<file path="config.mk">
export PLATFORM = sky130hd
export DESIGN_NAME = pipeline_hazard_controller_flat
export DESIGN_NICKNAME = d
export VERILOG_FILES = /design/src/rtl/pipeline_hazard_controller_if.sv /design/src/rtl/pipeline_hazard_controller.sv /design/src/flat_wrapper.sv
export SDC_FILE = /design/constraint.sdc
export NUM_CORES = 1
export LEC_CHECK = 0
export ABC_AREA = 1
export CORE_ASPECT_RATIO = 1.1
export CORE_MARGIN = 2
export CORE_UTILIZATION = 45
export DETAILED_ROUTE_END_ITERATION = 7
export PLACE_DENSITY = 0.77
export SLEW_MARGIN = 20
export SYNTH_ARGS = -nofsm -noshare
export SYNTH_HDL_FRONTEND = slang
export SYNTH_SLANG_ARGS = --single-unit
</file>
<file path="constraint.sdc">
create_clock -name clk -period 2.3 [get_ports clk]
set_clock_uncertainty 0.15 [all_clocks]
set_input_delay 0.575 -clock clk [delete_from_list [all_inputs] [get_ports clk]]
set_output_delay 0.575 -clock clk [all_outputs]
set_load 0.03 [all_outputs]
</file>
<file path="src/rtl/pipeline_hazard_controller_if.sv">
// Hazard-control bus between the 5-stage pipeline (master) and the hazard
// sequencer (slave). It carries the decode/execute/memory hazard sources and the
// stall, flush, bubble and status signals that go back to the pipeline registers.
interface pipeline_hazard_controller_if #(
  parameter int COUNTER_WIDTH = 16
);

  // Hazard sources observed in the pipeline
  logic [4:0]               decodeStageLHSReadRegisterIndex;
  logic [4:0]               decodeStageRHSReadRegisterIndex;
  logic [4:0]               executionStageWriteRegisterIndex;
  logic                     isExecutionStageMemoryReadOperation;
  logic                     isExecutionStageBranchTaken;
  logic                     memoryStageRequest;
  logic                     memoryReady;

  // Pipeline-register controls and status returned by the sequencer
  logic                     stallFetch;
  logic                     stallDecode;
  logic                     stallExecute;
  logic                     bubbleExecute;
  logic                     flushDecode;
  logic                     memoryTimeoutError;
  logic [COUNTER_WIDTH-1:0] stallCycleCount;
  logic [COUNTER_WIDTH-1:0] flushCount;

  // Pipeline side: presents hazard sources and consumes controls
  modport master (
    output decodeStageLHSReadRegisterIndex,
    output decodeStageRHSReadRegisterIndex,
    output executionStageWriteRegisterIndex,
    output isExecutionStageMemoryReadOperation,
    output isExecutionStageBranchTaken,
    output memoryStageRequest,
    output memoryReady,
    input  stallFetch,
    input  stallDecode,
    input  stallExecute,
    input  bubbleExecute,
    input  flushDecode,
    input  memoryTimeoutError,
    input  stallCycleCount,
    input  flushCount
  );

  // Sequencer side: consumes hazard sources and drives controls
  modport slave (
    input  decodeStageLHSReadRegisterIndex,
    input  decodeStageRHSReadRegisterIndex,
    input  executionStageWriteRegisterIndex,
    input  isExecutionStageMemoryReadOperation,
    input  isExecutionStageBranchTaken,
    input  memoryStageRequest,
    input  memoryReady,
    output stallFetch,
    output stallDecode,
    output stallExecute,
    output bubbleExecute,
    output flushDecode,
    output memoryTimeoutError,
    output stallCycleCount,
    output flushCount
  );

endinterface

</file>
<file path="src/rtl/pipeline_hazard_controller.sv">
// Central hazard sequencer for the 5-stage core. Merges load-use detection,
// execute-stage branch redirects and data-memory wait states into one set of
// fetch/decode/execute stall, flush and bubble controls. A redirect that arrives
// while memory is stalling is parked in pendingFlush and applied on the cycle
// memory completes. Controls are combinational (same-cycle) from state + inputs;
// state and counters update on the next rising edge.
module pipeline_hazard_controller #(
  parameter int COUNTER_WIDTH = 16,
  parameter int MEM_TIMEOUT   = 64
) (
  input  logic                         clk,
  input  logic                         resetN,
  pipeline_hazard_controller_if.slave  hazardBus
);

  localparam int                       WAIT_WIDTH = $clog2(MEM_TIMEOUT + 1);
  localparam logic [WAIT_WIDTH-1:0]    WAIT_LIMIT = WAIT_WIDTH'(MEM_TIMEOUT);
  localparam logic [COUNTER_WIDTH-1:0] COUNT_MAX  = '1;

  typedef enum logic [0:0] {
    RUN      = 1'b0,
    MEM_WAIT = 1'b1
  } hazardState_t;

  hazardState_t             state;
  logic                     pendingFlush;
  logic [WAIT_WIDTH-1:0]    waitCnt;
  logic                     timeoutError;
  logic [COUNTER_WIDTH-1:0] stallCycleCountQ;
  logic [COUNTER_WIDTH-1:0] flushCountQ;

  logic loadUse;
  logic memWait;
  logic stallFetchC;
  logic stallDecodeC;
  logic stallExecuteC;
  logic bubbleExecuteC;
  logic flushDecodeC;

  // Hazard detection: register 0 is hardwired zero and never creates a dependency
  assign loadUse = hazardBus.isExecutionStageMemoryReadOperation
                && (hazardBus.executionStageWriteRegisterIndex != 5'd0)
                && ((hazardBus.executionStageWriteRegisterIndex == hazardBus.decodeStageLHSReadRegisterIndex)
                 || (hazardBus.executionStageWriteRegisterIndex == hazardBus.decodeStageRHSReadRegisterIndex));

  assign memWait = hazardBus.memoryStageRequest && !hazardBus.memoryReady;

  // Same-cycle control decode; priority memory wait > branch/deferred flush > load-use
  always_comb begin
    // NOTE: every output gets a default before any branch so no path can infer a latch.
    stallFetchC    = 1'b0;
    stallDecodeC   = 1'b0;
    stallExecuteC  = 1'b0;
    bubbleExecuteC = 1'b0;
    flushDecodeC   = 1'b0;
    // Controls are forced inactive while reset is asserted, even mid-operation
    if (resetN) begin
      case (state)
        RUN: begin
          if (memWait) begin
            stallFetchC   = 1'b1;
            stallDecodeC  = 1'b1;
            stallExecuteC = 1'b1;
          end else if (hazardBus.isExecutionStageBranchTaken) begin
            // The younger decode instruction is discarded, so load-use is moot
            flushDecodeC   = 1'b1;
            bubbleExecuteC = 1'b1;
          end else if (loadUse) begin
            stallFetchC    = 1'b1;
            stallDecodeC   = 1'b1;
            bubbleExecuteC = 1'b1;
          end
        end
        MEM_WAIT: begin
          // Execute is frozen here, so the branch input is not looked at
          if (!hazardBus.memoryReady) begin
            stallFetchC   = 1'b1;
            stallDecodeC  = 1'b1;
            stallExecuteC = 1'b1;
          end else if (pendingFlush) begin
            flushDecodeC   = 1'b1;
            bubbleExecuteC = 1'b1;
          end else if (loadUse) begin
            stallFetchC    = 1'b1;
            stallDecodeC   = 1'b1;
            bubbleExecuteC = 1'b1;
          end
        end
        default: begin
          stallFetchC = 1'b0;
        end
      endcase
    end
  end

  // Sequencer state, deferred flush, wait timer, sticky timeout and saturating counters
  always_ff @(posedge clk or negedge resetN) begin
    if (!resetN) begin
      state            <= RUN;
      pendingFlush     <= 1'b0;
      waitCnt          <= '0;
      timeoutError     <= 1'b0;
      stallCycleCountQ <= '0;
      flushCountQ      <= '0;
    end else begin
      // NOTE: sequential state uses non-blocking assignment so every register samples pre-edge values.
      if (stallFetchC && (stallCycleCountQ != COUNT_MAX)) begin
        stallCycleCountQ <= stallCycleCountQ + 1'b1;
      end
      if (flushDecodeC && (flushCountQ != COUNT_MAX)) begin
        flushCountQ <= flushCountQ + 1'b1;
      end

      case (state)
        RUN: begin
          if (memWait) begin
            state   <= MEM_WAIT;
            waitCnt <= '0;
            // Redirect resolved during the stall is remembered, not dropped
            if (hazardBus.isExecutionStageBranchTaken) begin
              pendingFlush <= 1'b1;
            end
          end
        end
        MEM_WAIT: begin
          if (hazardBus.memoryReady) begin
            state        <= RUN;
            waitCnt      <= '0;
            pendingFlush <= 1'b0;
          end else if (waitCnt != WAIT_LIMIT) begin
            // Error latches on the wait cycle that brings waitCnt to MEM_TIMEOUT
            waitCnt <= waitCnt + 1'b1;
            if (waitCnt == (WAIT_LIMIT - 1'b1)) begin
              timeoutError <= 1'b1;
            end
          end
        end
        default: begin
          state <= RUN;
        end
      endcase
    end
  end

  assign hazardBus.stallFetch         = stallFetchC;
  assign hazardBus.stallDecode        = stallDecodeC;
  assign hazardBus.stallExecute       = stallExecuteC;
  assign hazardBus.bubbleExecute      = bubbleExecuteC;
  assign hazardBus.flushDecode        = flushDecodeC;
  assign hazardBus.memoryTimeoutError = timeoutError;
  assign hazardBus.stallCycleCount    = stallCycleCountQ;
  assign hazardBus.flushCount         = flushCountQ;

endmodule
</file>
<file path="src/flat_wrapper.sv">
// flat-port wrapper written by rule: the top's interface ports become plain ports
module pipeline_hazard_controller_flat 
#(
  parameter int COUNTER_WIDTH = 16,
  parameter int MEM_TIMEOUT   = 64
)
  (clk, resetN, hazardBus_decodeStageLHSReadRegisterIndex, hazardBus_decodeStageRHSReadRegisterIndex, hazardBus_executionStageWriteRegisterIndex, hazardBus_isExecutionStageMemoryReadOperation, hazardBus_isExecutionStageBranchTaken, hazardBus_memoryStageRequest, hazardBus_memoryReady, hazardBus_stallFetch, hazardBus_stallDecode, hazardBus_stallExecute, hazardBus_bubbleExecute, hazardBus_flushDecode, hazardBus_memoryTimeoutError, hazardBus_stallCycleCount, hazardBus_flushCount);
  pipeline_hazard_controller_if #(.COUNTER_WIDTH(COUNTER_WIDTH)) hazardBus_i ();
  input  logic clk;
  input  logic resetN;
  input wire logic [$bits(hazardBus_i.decodeStageLHSReadRegisterIndex)-1:0] hazardBus_decodeStageLHSReadRegisterIndex;
  input wire logic [$bits(hazardBus_i.decodeStageRHSReadRegisterIndex)-1:0] hazardBus_decodeStageRHSReadRegisterIndex;
  input wire logic [$bits(hazardBus_i.executionStageWriteRegisterIndex)-1:0] hazardBus_executionStageWriteRegisterIndex;
  input wire logic [$bits(hazardBus_i.isExecutionStageMemoryReadOperation)-1:0] hazardBus_isExecutionStageMemoryReadOperation;
  input wire logic [$bits(hazardBus_i.isExecutionStageBranchTaken)-1:0] hazardBus_isExecutionStageBranchTaken;
  input wire logic [$bits(hazardBus_i.memoryStageRequest)-1:0] hazardBus_memoryStageRequest;
  input wire logic [$bits(hazardBus_i.memoryReady)-1:0] hazardBus_memoryReady;
  output wire logic [$bits(hazardBus_i.stallFetch)-1:0] hazardBus_stallFetch;
  output wire logic [$bits(hazardBus_i.stallDecode)-1:0] hazardBus_stallDecode;
  output wire logic [$bits(hazardBus_i.stallExecute)-1:0] hazardBus_stallExecute;
  output wire logic [$bits(hazardBus_i.bubbleExecute)-1:0] hazardBus_bubbleExecute;
  output wire logic [$bits(hazardBus_i.flushDecode)-1:0] hazardBus_flushDecode;
  output wire logic [$bits(hazardBus_i.memoryTimeoutError)-1:0] hazardBus_memoryTimeoutError;
  output wire logic [$bits(hazardBus_i.stallCycleCount)-1:0] hazardBus_stallCycleCount;
  output wire logic [$bits(hazardBus_i.flushCount)-1:0] hazardBus_flushCount;
  assign hazardBus_i.decodeStageLHSReadRegisterIndex = hazardBus_decodeStageLHSReadRegisterIndex;
  assign hazardBus_i.decodeStageRHSReadRegisterIndex = hazardBus_decodeStageRHSReadRegisterIndex;
  assign hazardBus_i.executionStageWriteRegisterIndex = hazardBus_executionStageWriteRegisterIndex;
  assign hazardBus_i.isExecutionStageMemoryReadOperation = hazardBus_isExecutionStageMemoryReadOperation;
  assign hazardBus_i.isExecutionStageBranchTaken = hazardBus_isExecutionStageBranchTaken;
  assign hazardBus_i.memoryStageRequest = hazardBus_memoryStageRequest;
  assign hazardBus_i.memoryReady = hazardBus_memoryReady;
  assign hazardBus_stallFetch = hazardBus_i.stallFetch;
  assign hazardBus_stallDecode = hazardBus_i.stallDecode;
  assign hazardBus_stallExecute = hazardBus_i.stallExecute;
  assign hazardBus_bubbleExecute = hazardBus_i.bubbleExecute;
  assign hazardBus_flushDecode = hazardBus_i.flushDecode;
  assign hazardBus_memoryTimeoutError = hazardBus_i.memoryTimeoutError;
  assign hazardBus_stallCycleCount = hazardBus_i.stallCycleCount;
  assign hazardBus_flushCount = hazardBus_i.flushCount;
  pipeline_hazard_controller #(.COUNTER_WIDTH(COUNTER_WIDTH), .MEM_TIMEOUT(MEM_TIMEOUT)) u_core (.clk(clk), .resetN(resetN), .hazardBus(hazardBus_i));
endmodule
</file>
Word-level counts from Yosys, hierarchy flattened. Cells that the tools add are included.

Register bits: 42. Input bits: 21. Output and inout bits: 38.

Add/subtract/negate cells: 3. Equality and inequality tests: 10. Mux-type cells: 31. Bitwise operators: 2. Reduce and logical (&&, ||, !) cells: 11.

Operators with widths (number): 16-bit by 1-bit adder with 16-bit output (second input constant) (2); 16-bit inequality test (second input constant) (2); 1-bit 2-to-1 mux (22); 7-bit 2-to-1 mux (3); 7-bit one-hot mux with 2 select lines (1); 5-bit equality test (2); 1-bit one-hot mux with 2 select lines (5); 7-bit by 1-bit adder with 7-bit output (second input constant) (1); 7-bit by 6-bit equality test with 1-bit output (second input constant) (1); 7-bit inequality test (second input constant) (1); 1-bit logical AND (5); 5-bit nonzero test (1); 2-bit inequality test (second input constant) (2); 4-bit AND reduction (1); 3-bit inequality test (second input constant) (1); 3-bit AND reduction (1); 2-bit by 1-bit inequality test with 1-bit output (second input constant) (1); 1-bit inverter (2); 2-bit AND reduction (1); 1-bit zero test (1); 1-bit logical OR (1).

Logic depth before layout (Yosys ltp). Gate-level depths: netlist (run 1).

Depth in word-level cells: 9. Gate-level depth with buffers: 13. Gate-level depth less buffers: 11.

Worst setup path before layout (run 1). Ideal clock, no wire load.

Path kind: input -> output. Start: in hazardBus_executionStageWriteRegisterIndex[3]. End: out hazardBus_stallFetch. Arrival time: 2.157 ns. Data required time: 1.575 ns. Path slack: -0.582 ns. Stages: 13. Path buffers: 3. Cell sequence: inv_1 > nand2_1 > nand2_1 > nor2_1 > nand3_1 > nand2_1 > nand3_1 > nand2_1 > buf_4 > buf_4 > nand2_1 > nor2_1 > buf_4.

Cells in the longest elaborated chain, start to end: 8. Elaborated cells between the ends (all ways): 13. Classes of those cells: 2 x eq/ne; 7 x mux; 4 x reduce/logical.

RTL lines: start: declaration (RTL line flat_wrapper.sv:13) `input wire logic [$bits(hazardBus_i.executionStageWriteRegisterIndex)-1:0] hazardBus_executionStageWriteRegist ...`; 5-bit equality test, or another cell as far along (RTL line pipeline_hazard_controller.sv:43) `&& ((hazardBus.executionStageWriteRegisterIndex == hazardBus.decodeStageLHSReadRegisterIndex)`; 1-bit logical OR or 1-bit logical AND (tied branches) (RTL line pipeline_hazard_controller.sv:44, pipeline_hazard_controller.sv:42); 1-bit logical AND (*) (RTL line pipeline_hazard_controller.sv:43); 1-bit 2-to-1 mux (*); 1-bit 2-to-1 mux, on equally long branches (2 in a row); 1-bit one-hot mux with 2 select lines (*); 1-bit 2-to-1 mux (*); end: declaration (RTL line flat_wrapper.sv:18) `output wire logic [$bits(hazardBus_i.stallFetch)-1:0] hazardBus_stallFetch;`.

Every way passes the cells marked *; elsewhere a longest branch is shown, timed or not.

Worst setup path after layout (run 1).
Start: in hazardBus_executionStageWriteRegisterIndex[0]. End: out hazardBus_stallDecode.

Cells in the longest elaborated chain, start to end: 8. Elaborated cells between the ends (all ways): 13. Classes of those cells: 2 x eq/ne; 7 x mux; 4 x reduce/logical.

RTL lines: 5-bit equality test, or another cell as far along (RTL line pipeline_hazard_controller.sv:43); 1-bit logical OR or 1-bit logical AND (tied branches) (RTL line pipeline_hazard_controller.sv:44, pipeline_hazard_controller.sv:42); 1-bit logical AND (*) (RTL line pipeline_hazard_controller.sv:43); 1-bit 2-to-1 mux (*) (RTL line pipeline_hazard_controller.sv:68, pipeline_hazard_controller.sv:83); 1-bit 2-to-1 mux, on equally long branches (RTL line pipeline_hazard_controller.sv:80, pipeline_hazard_controller.sv:64); 1-bit 2-to-1 mux, on equally long branches (RTL line pipeline_hazard_controller.sv:76, pipeline_hazard_controller.sv:60); 1-bit one-hot mux with 2 select lines (*) (RTL line pipeline_hazard_controller.sv:58) `case (state)`; 1-bit 2-to-1 mux (*) (RTL line pipeline_hazard_controller.sv:57) `if (resetN) begin`; end: declaration (RTL line flat_wrapper.sv:19) `output wire logic [$bits(hazardBus_i.stallDecode)-1:0] hazardBus_stallDecode;`.

Marked as above.

==> results of run 1 <==
==> cell usage in the layout, fill, tap and decap left out, types with 2 or more instances in the layout <==
cell,n
sky130_fd_sc_hd__nand3_1,17
sky130_fd_sc_hd__nor2_2,3
sky130_fd_sc_hd__nor3_1,12
sky130_fd_sc_hd__o21ai_1,2
sky130_fd_sc_hd__nand2_2,10
sky130_fd_sc_hd__dfrtp_1,42
sky130_fd_sc_hd__nor2_1,28
sky130_fd_sc_hd__xnor2_1,12
sky130_fd_sc_hd__nor2_4,6
sky130_fd_sc_hd__buf_8,4
sky130_fd_sc_hd__buf_2,6
sky130_fd_sc_hd__buf_6,9
sky130_fd_sc_hd__ha_1,4
sky130_fd_sc_hd__nor3b_1,2
sky130_fd_sc_hd__buf_4,29
sky130_fd_sc_hd__inv_4,4
sky130_fd_sc_hd__xor2_1,18
sky130_fd_sc_hd__nand4_1,23
sky130_fd_sc_hd__nand3_2,2
sky130_fd_sc_hd__clkbuf_8,5
sky130_fd_sc_hd__nand2_1,94
sky130_fd_sc_hd__a21oi_1,5
sky130_fd_sc_hd__o21ai_0,10
sky130_fd_sc_hd__inv_2,4
sky130_fd_sc_hd__dlygate4sd2_1,2
sky130_fd_sc_hd__nor4_1,3
sky130_fd_sc_hd__clkdlybuf4s50_1,34
sky130_fd_sc_hd__inv_1,46
sky130_fd_sc_hd__nand2_4,2
==> worst reg2reg max path, delay by kind of cell (launching register included) <==
family / cells / cell delay, ns
AND/OR/NAND/NOR: 5 / 0.36
buffers and inverters: 7 / 0.89
flip-flops: 1 / 0.47
==> power by group <==
part	switching [W]	internal [W]	total, W
Sequential	0.000131	0.000837	0.000968
Combinational	0.000473	0.000340	0.000814
Clock	0.000274	0.000213	0.000487
Total	0.000878	0.00139	0.00227
==> per-stage QoR <==
step	setup TNS [ns]	util (%)
after CTS	-0.0752	62.7
after global routing	-0.359	63.6
after floorplan	-0.323	-
after detailed placement	-10.70	60.3
after global placement	-9.40	60.3
final	-0.197	63.6
==> state kept, by name, indices dropped and copies added, names as in the netlist <==
register	flops
u_core.state	1
u_core.waitCnt	7
u_core.hazardBus.stallCycleCount	16
u_core.pendingFlush	1
u_core.hazardBus.flushCount	16
u_core.hazardBus.memoryTimeoutError	1
==> synthesized netlist by cell type, types with 2 or more instances <==
cell type and number:
sky130_fd_sc_hd__nand2_1 103, sky130_fd_sc_hd__inv_1 49, sky130_fd_sc_hd__dfrtp_1 42, sky130_fd_sc_hd__nor2_1 31, sky130_fd_sc_hd__nand4_1 23, sky130_fd_sc_hd__nand3_1 18
sky130_fd_sc_hd__xor2_1 18, sky130_fd_sc_hd__nor3_1 12, sky130_fd_sc_hd__o21ai_0 12, sky130_fd_sc_hd__xnor2_1 12, sky130_fd_sc_hd__a21oi_1 5, sky130_fd_sc_hd__inv_2 5
sky130_fd_sc_hd__buf_2 4, sky130_fd_sc_hd__ha_1 4, sky130_fd_sc_hd__nor2_4 4, sky130_fd_sc_hd__buf_4 3, sky130_fd_sc_hd__nor4_1 3, sky130_fd_sc_hd__nand2_2 2
sky130_fd_sc_hd__nor2_2 2, sky130_fd_sc_hd__nor3b_1 2
==> what timing repair did <==
item,4_1_cts,5_1_grt
hold buffers,1,0
pin swaps,23,14
hold endpoints to repair,5,0
resized for setup,85,14
buffers inserted,4,1
setup endpoints to repair,19,5
==> worst paths after layout <==
| kind | endpoint | slack [ns] | depth (start not counted) |
|---|---|---|---|
| setup / recovery | hazardBus_stallDecode | -0.1 | 11 |
| hold / removal | u_core.hazardBus.stallCycleCount[13]$_DFFE_PN0P_ | 0.12 | 2 |
| setup reg to reg | u_core.hazardBus.stallCycleCount[3]$_DFFE_PN0P_ | 0.40 | 12 |
| hold reg to reg | u_core.hazardBus.memoryTimeoutError$_DFFE_PN0P_ | 0.34 | 1 |
| max in group asynchronous | u_core.hazardBus.stallCycleCount[0]$_DFFE_PN0P_ | 1.17 | 2 |
| min in group clk | u_core.hazardBus.memoryTimeoutError$_DFFE_PN0P_ | 0.34 | 1 |
==> per-layer routing <==
| metal | share of wire [%] | vias up | global-route usage (%) |
|---|---|---|---|
| met2 | 50 | 70 | 36.3 |
| met4 | 1.6 | 0 | 7.79 |
| met5 | 0 | - | 0 |
| met3 | 3.7 | 12 | 3.40 |
| met1 | 44 | 1260 | 25.2 |
| li1 | - | 1319 | - |
==> final cells by class <==
class / count / area (sq um)
multi-input combinational: 258 / 1430
inverter: 54 / 213
clock buffer: 5 / 68.8
tap: 77 / 96.3
clock inverter: 3 / 21.3
timing repair buffer: 86 / 787
fill: 514 / 2100
sequential: 42 / 1050
==> cells by family (layout without fill, tap and decap cells) <==
group                    after synthesis  in the layout  synth area share [%]
AO/OA/AOI/OAI                         20             20                  4.34
buffers and inverters                 62            148                  9.29
flip-flops                            42             42                  39.2
XOR/XNOR                              30             30                  9.80
AND/OR/NAND/NOR                      204            204                  35.5
adder cells (fa/ha/maj)                4              4                  1.87
==> results.py, run 1 <==
metrics = {
    "setup_path": {
        "critical_path_arrival_ns": 1.67,
        "crit_chain": "buf_8, nor2_4, nor2_1, nor2_1, nand3_1, nand2_2, nand3_2, nand2_2, nand2_4, nor2_4, buf_6",
        "worst_path_largest_cell_delay_ns": 0.15,
        "worstPathMaxFanout": 4,
        "setup.worst_path.start_class": "primary input",
        "worstPathBufferInverterCount": 2,
        "cp_top_delay_family": "simple AND/OR/NAND/NOR gates",
        "worstPathRequired_ns": 1.57,
        "crit_slowest_cell": "sky130_fd_sc_hd__buf_6",
        "worst_setup_path_startpoint": "hazardBus_executionStageWriteRegisterIndex[0]",
        "timing.setup.critical_path_class": "in2out",
        "crit_path_end_kind": "output pin",
        "rr_startpoint": "u_core.state$_DFF_PN0_",
    },
    "die": {
        "chipWidth_microns": 77.6,
        "ios": 59,
        "core_sq_um": 5770,
        "rows": 29,
        "dieArea_sq_um": 6590,
        "floorplan.initialDensity_pct": 46.5,
        "y_dimension_of_the_die_microns": 84.9,
    },
    "synth": {
        "ys_types": 28,
        "synth_top_flop_cell": "sky130_fd_sc_hd__dfrtp_1",
        "synth_top_area_cell": "sky130_fd_sc_hd__dfrtp_1",
        "post_synth_main_area_contributors": "sky130_fd_sc_hd__dfrtp_1, sky130_fd_sc_hd__nand2_1, sky130_fd_sc_hd__inv_1",
        "post_synth_instance_area_sq_um": 2680,
        "synth_enable_flop_cells": 0,
        "ys_seq_area_share_pct": 39.2,
        "synthArstFlopShare_pct": 100,
        "postSynthNetCount": 387,
        "yosysWarningCount": 0,
        "netlist.area_leader.share_pct": 39.2,
        "postSynthRegisterBits": 42,
        "synth_cells": 362,
        "post_synth.cell_area_avg_sq_um": 7.40,
    },
    "placement": {
        "dpl_cell_area_sq_um": 3480,
        "hpwlAfterDp_microns": 4850,
        "dpl_worst_slack_ns": -0.665,
        "portBuffers": 58,
        "placed_cells": 511,
        "gp_congestion": 0.905,
    },
    "power": {
        "powerDensity_nw_per_um2": 618,
        "vdd_ir_drop_max_mv": 0.595,
        "cellLeakagePower_nw": 1.77,
        "post-layout-total-power_w": 0.00227,
    },
    "routing": {
        "routed_wire_length_per_instance_microns": 12.7,
        "first_pass_iters": 4,
        "viasPerCell": 5.07,
        "drcViolationCount": 0,
        "detail-route-antenna-nets": 0,
        "drt_wl_total_microns": 6670,
        "initialDrtViolationCount": 110,
        "detailroute.via_count": 2661,
    },
    "run_status": {
        "failed_checks": "setup timing",
        "outcome": "complete, but fails checks",
    },
    "layout": {
        "num_antenna_cells": 0,
        "stdcell_count": 525,
        "nNetsFinal": 472,
        "flow.area_growth_from_synthesis_pct": 37.0,
        "layout.cell_area.non_filler_sq_um": 3670,
        "layout-drive-gt1-share_pct": 20.3,
    },
    "hold_path": {
        "type_of_the_tightest_min_delay_check": "in2async",
    },
    "sta": {
        "slew_headroom_pct": 72.0,
        "timing.final.max_slew_violations": 0,
        "finalHoldViolCount": 0,
        "f_max_ghz": 0.417,
        "min_period_ns": 2.40,
        "finalSetupViolations": 2,
        "rsz0062_at_grt": "yes",
        "setup_slack_ns": -0.0993,
        "hold_ws_ns": 0.122,
        "timing_worst_slew_pin_value_ns": 0.416,
        "final_critical_path_share_of_the_clock_period_pct": 104,
    },
    "global_route": {
        "grt_util_all_layers_pct": 20.6,
        "overflow": 0,
        "via_count_of_the_first_global_routing_pass": 2569,
        "maximum_number_of_pins_on_one_net_before_global_route_repair": 32,
        "antenna_violations_before_repair": 0,
        "global_route_wire_length_before_repair_microns": 11100,
    },
    "clocking": {
        "cts_inserted_buffers": 5,
        "ctsLongestPathBuffers": 2,
        "clk_root_buf": "sky130_fd_sc_hd__clkbuf_8",
        "clock_tree_from_tritoncts": "done",
        "clk_pin_slew_worst_paths_ns": 0.09,
        "cts_max_level": 2,
        "insertion_delay_ns": 0.31,
        "numClockSinks": 42,
    },
    "run": {
        "drv_cap": 0,
    },
}
No activity file was read; power rests on OpenSTA's default activity.
==> inputs of run 2 (changes only) <==
--- a/config.mk
+++ b/config.mk
@@ -8,9 +8,9 @@
 export ABC_AREA = 1
 export CORE_ASPECT_RATIO = 1.1
 export CORE_MARGIN = 2
-export CORE_UTILIZATION = 45
+export CORE_UTILIZATION = 30
 export DETAILED_ROUTE_END_ITERATION = 7
-export PLACE_DENSITY = 0.77
+export PLACE_DENSITY = 0.56
 export SLEW_MARGIN = 20
 export SYNTH_ARGS = -nofsm -noshare
 export SYNTH_HDL_FRONTEND = slang
==> run 2 against run 1 <==
First-iteration DRC count fell by 15%. The run still ends with setup timing left. Critical path depth did not move. Combinational power grew 1%. Via count shrank 3.2%. Clock power rose by 4%.
==> results.py, run 2 (synthesis results as in run 1) <==
metrics = {
    "die": {
        "floorplan.initialDensity_pct": 30.5,
        "chipWidth_microns": 94.1,
        "dieArea_sq_um": 9710,
        "rows": 36,
        "ios": 59,
        "core_sq_um": 8780,
        "y_dimension_of_the_die_microns": 103,
    },
    "routing": {
        "first_pass_iters": 4,
        "detailroute.via_count": 2575,
        "drcViolationCount": 0,
        "viasPerCell": 4.59,
        "detail-route-antenna-nets": 0,
        "initialDrtViolationCount": 93,
        "drt_wl_total_microns": 6810,
        "routed_wire_length_per_instance_microns": 12.1,
    },
    "layout": {
        "n_fill_cell": 920,
        "layout-drive-gt1-share_pct": 21.7,
        "nNetsFinal": 471,
        "layout.cell_area.non_filler_sq_um": 3730,
        "num_antenna_cells": 0,
        "stdcell_count": 561,
        "highest_count_cells_in_the_layout_ignoring_fill_and_taps": "sky130_fd_sc_hd__nand2_1, sky130_fd_sc_hd__inv_1, sky130_fd_sc_hd__dfrtp_1",
        "flow.area_growth_from_synthesis_pct": 39.3,
        "most_frequent_standard_cell_in_the_layout_excluding_fill_and_tap_cells": "sky130_fd_sc_hd__nand2_1",
    },
    "setup_path": {
        "r2r_cells": 8,
        "setup.worst_path.start_class": "primary input",
        "critical_path_arrival_ns": 1.65,
        "worstPathRequired_ns": 1.57,
        "critical_path.reg2reg.endpoint": "u_core.hazardBus.stallCycleCount[11]$_DFFE_PN0P_",
        "rr_startpoint": "u_core.hazardBus.stallCycleCount[1]$_DFFE_PN0P_",
        "timing.setup.critical_path_class": "in2out",
        "crit_path_end_kind": "output pin",
        "worst_setup_path_startpoint": "hazardBus_decodeStageRHSReadRegisterIndex[0]",
        "worstPathMaxFanout": 3,
        "ff2ff_setup_slack_ns": 0.22,
    },
    "placement": {
        "hpwlAfterDp_microns": 5240,
        "gp_congestion": 0.827,
        "portBuffers": 58,
        "dpl_cell_area_sq_um": 3530,
        "placed_cells": 547,
    },
    "global_route": {
        "global_route_wire_length_before_repair_microns": 11700,
        "via_count_of_the_first_global_routing_pass": 2572,
        "overflow": 0,
        "antenna_violations_before_repair": 0,
        "grt_util_all_layers_pct": 15.0,
        "maximum_number_of_pins_on_one_net_before_global_route_repair": 27,
    },
    "clocking": {
        "cts_inserted_buffers": 5,
        "clock_tree_from_tritoncts": "done",
        "insertion_delay_ns": 0.30,
        "ctsLongestPathBuffers": 2,
        "clk_pin_slew_worst_paths_ns": 0.09,
        "cts_max_level": 2,
        "clk_root_buf": "sky130_fd_sc_hd__clkbuf_8",
        "numClockSinks": 42,
    },
    "power": {
        "powerDensity_nw_per_um2": 616,
        "vdd_ir_drop_max_mv": 0.285,
        "cellLeakagePower_nw": 1.80,
    },
    "sta": {
        "slew_headroom_pct": 71.1,
        "setup_slack_ns": -0.0736,
        "hold_ws_ns": 0.123,
        "finalSetupViolations": 2,
        "timing_worst_slew_pin_value_ns": 0.432,
        "final_critical_path_share_of_the_clock_period_pct": 103,
        "fin_tns_setup_ns": -0.147,
        "rsz0062_at_grt": "yes",
        "finalHoldViolCount": 0,
        "timing.final.max_slew_violations": 0,
        "f_max_ghz": 0.421,
        "min_period_ns": 2.37,
    },
    "hold_path": {
        "type_of_the_tightest_min_delay_check": "in2async",
    },
    "run_status": {
        "outcome": "complete, but fails checks",
        "failed_checks": "setup timing",
    },
    "run": {
        "drv_cap": 0,
    },
}
run 2: timing repair:
action,in CTS,in global routing
endpoints found under the setup margin,19,5
gates resized for setup,98,8
hold buffers,0,0
setup buffers,6,0
pin swaps,26,8
run 2: layout make-up:
class	instances	area (sq um)	area share (%)
Sequential cell	42	1050	28.2
Tap cell	114	143	3.82
Multi-Input combinational cell	258	1460	39.1
Clock buffer	5	68.8	1.84
Inverter	54	205	5.50
Clock inverter	3	25.0	0.670
Timing Repair Buffer	85	779	20.9
run 2: how the worst max path moves through the flow:
| stage | cells past startpoint | end |
|---|---|---|
| after floorplan | 12 | hazardBus_stallFetch |
| after global placement | 12 | hazardBus_stallFetch |
| after detailed placement | 12 | hazardBus_stallDecode |
| after CTS | 12 | hazardBus_stallDecode |
| after global routing | 12 | hazardBus_stallDecode |
| final | 11 | hazardBus_stallFetch |
run 2: power breakdown:
group / leakage [nW] / internal (W) / total, W / switching, W
Sequential: 0.568 / 0.000837 / 0.000970 / 0.000133
Combinational: 1.18 / 0.000342 / 0.000825 / 0.000484
Clock: 0.0447 / 0.000220 / 0.000505 / 0.000285
Total: 1.80 / 0.00140 / 0.00230 / 0.000901
run 2: per-stage QoR:
step / power [W] / util [%] / setup WS [ns]
global route: 0.00246 / 42.5 / -0.172
detailed placement: 0.00179 / 40.2 / -0.656
floorplan: 0.00143 / - / -0.247
CTS: 0.00233 / 42.2 / -0.0245
finish: 0.00230 / 42.5 / -0.0736
global placement: 0.00178 / 40.2 / -0.625
run 2: metal layers:
metal | track usage, % | up-vias | share of wire (%)
met5 | 0 | - | 0
met4 | 2.56 | 0 | 0.37
met3 | 2.27 | 2 | 2.1
met2 | 27.7 | 38 | 52
met1 | 18.9 | 1211 | 45
li1 | - | 1324 | -
run 2: worst max-delay path, stage by stage:
cell,delay [ns]
sky130_fd_sc_hd__buf_6,0.10
sky130_fd_sc_hd__nor2_4,0.08
sky130_fd_sc_hd__nor2_1,0.04
sky130_fd_sc_hd__nor2_1,0.13
sky130_fd_sc_hd__nand3_2,0.10
sky130_fd_sc_hd__nand2_4,0.10
sky130_fd_sc_hd__nand3_4,0.09
sky130_fd_sc_hd__nand2_4,0.08
sky130_fd_sc_hd__nand2_4,0.05
sky130_fd_sc_hd__nor2_4,0.14
sky130_fd_sc_hd__buf_6,0.15
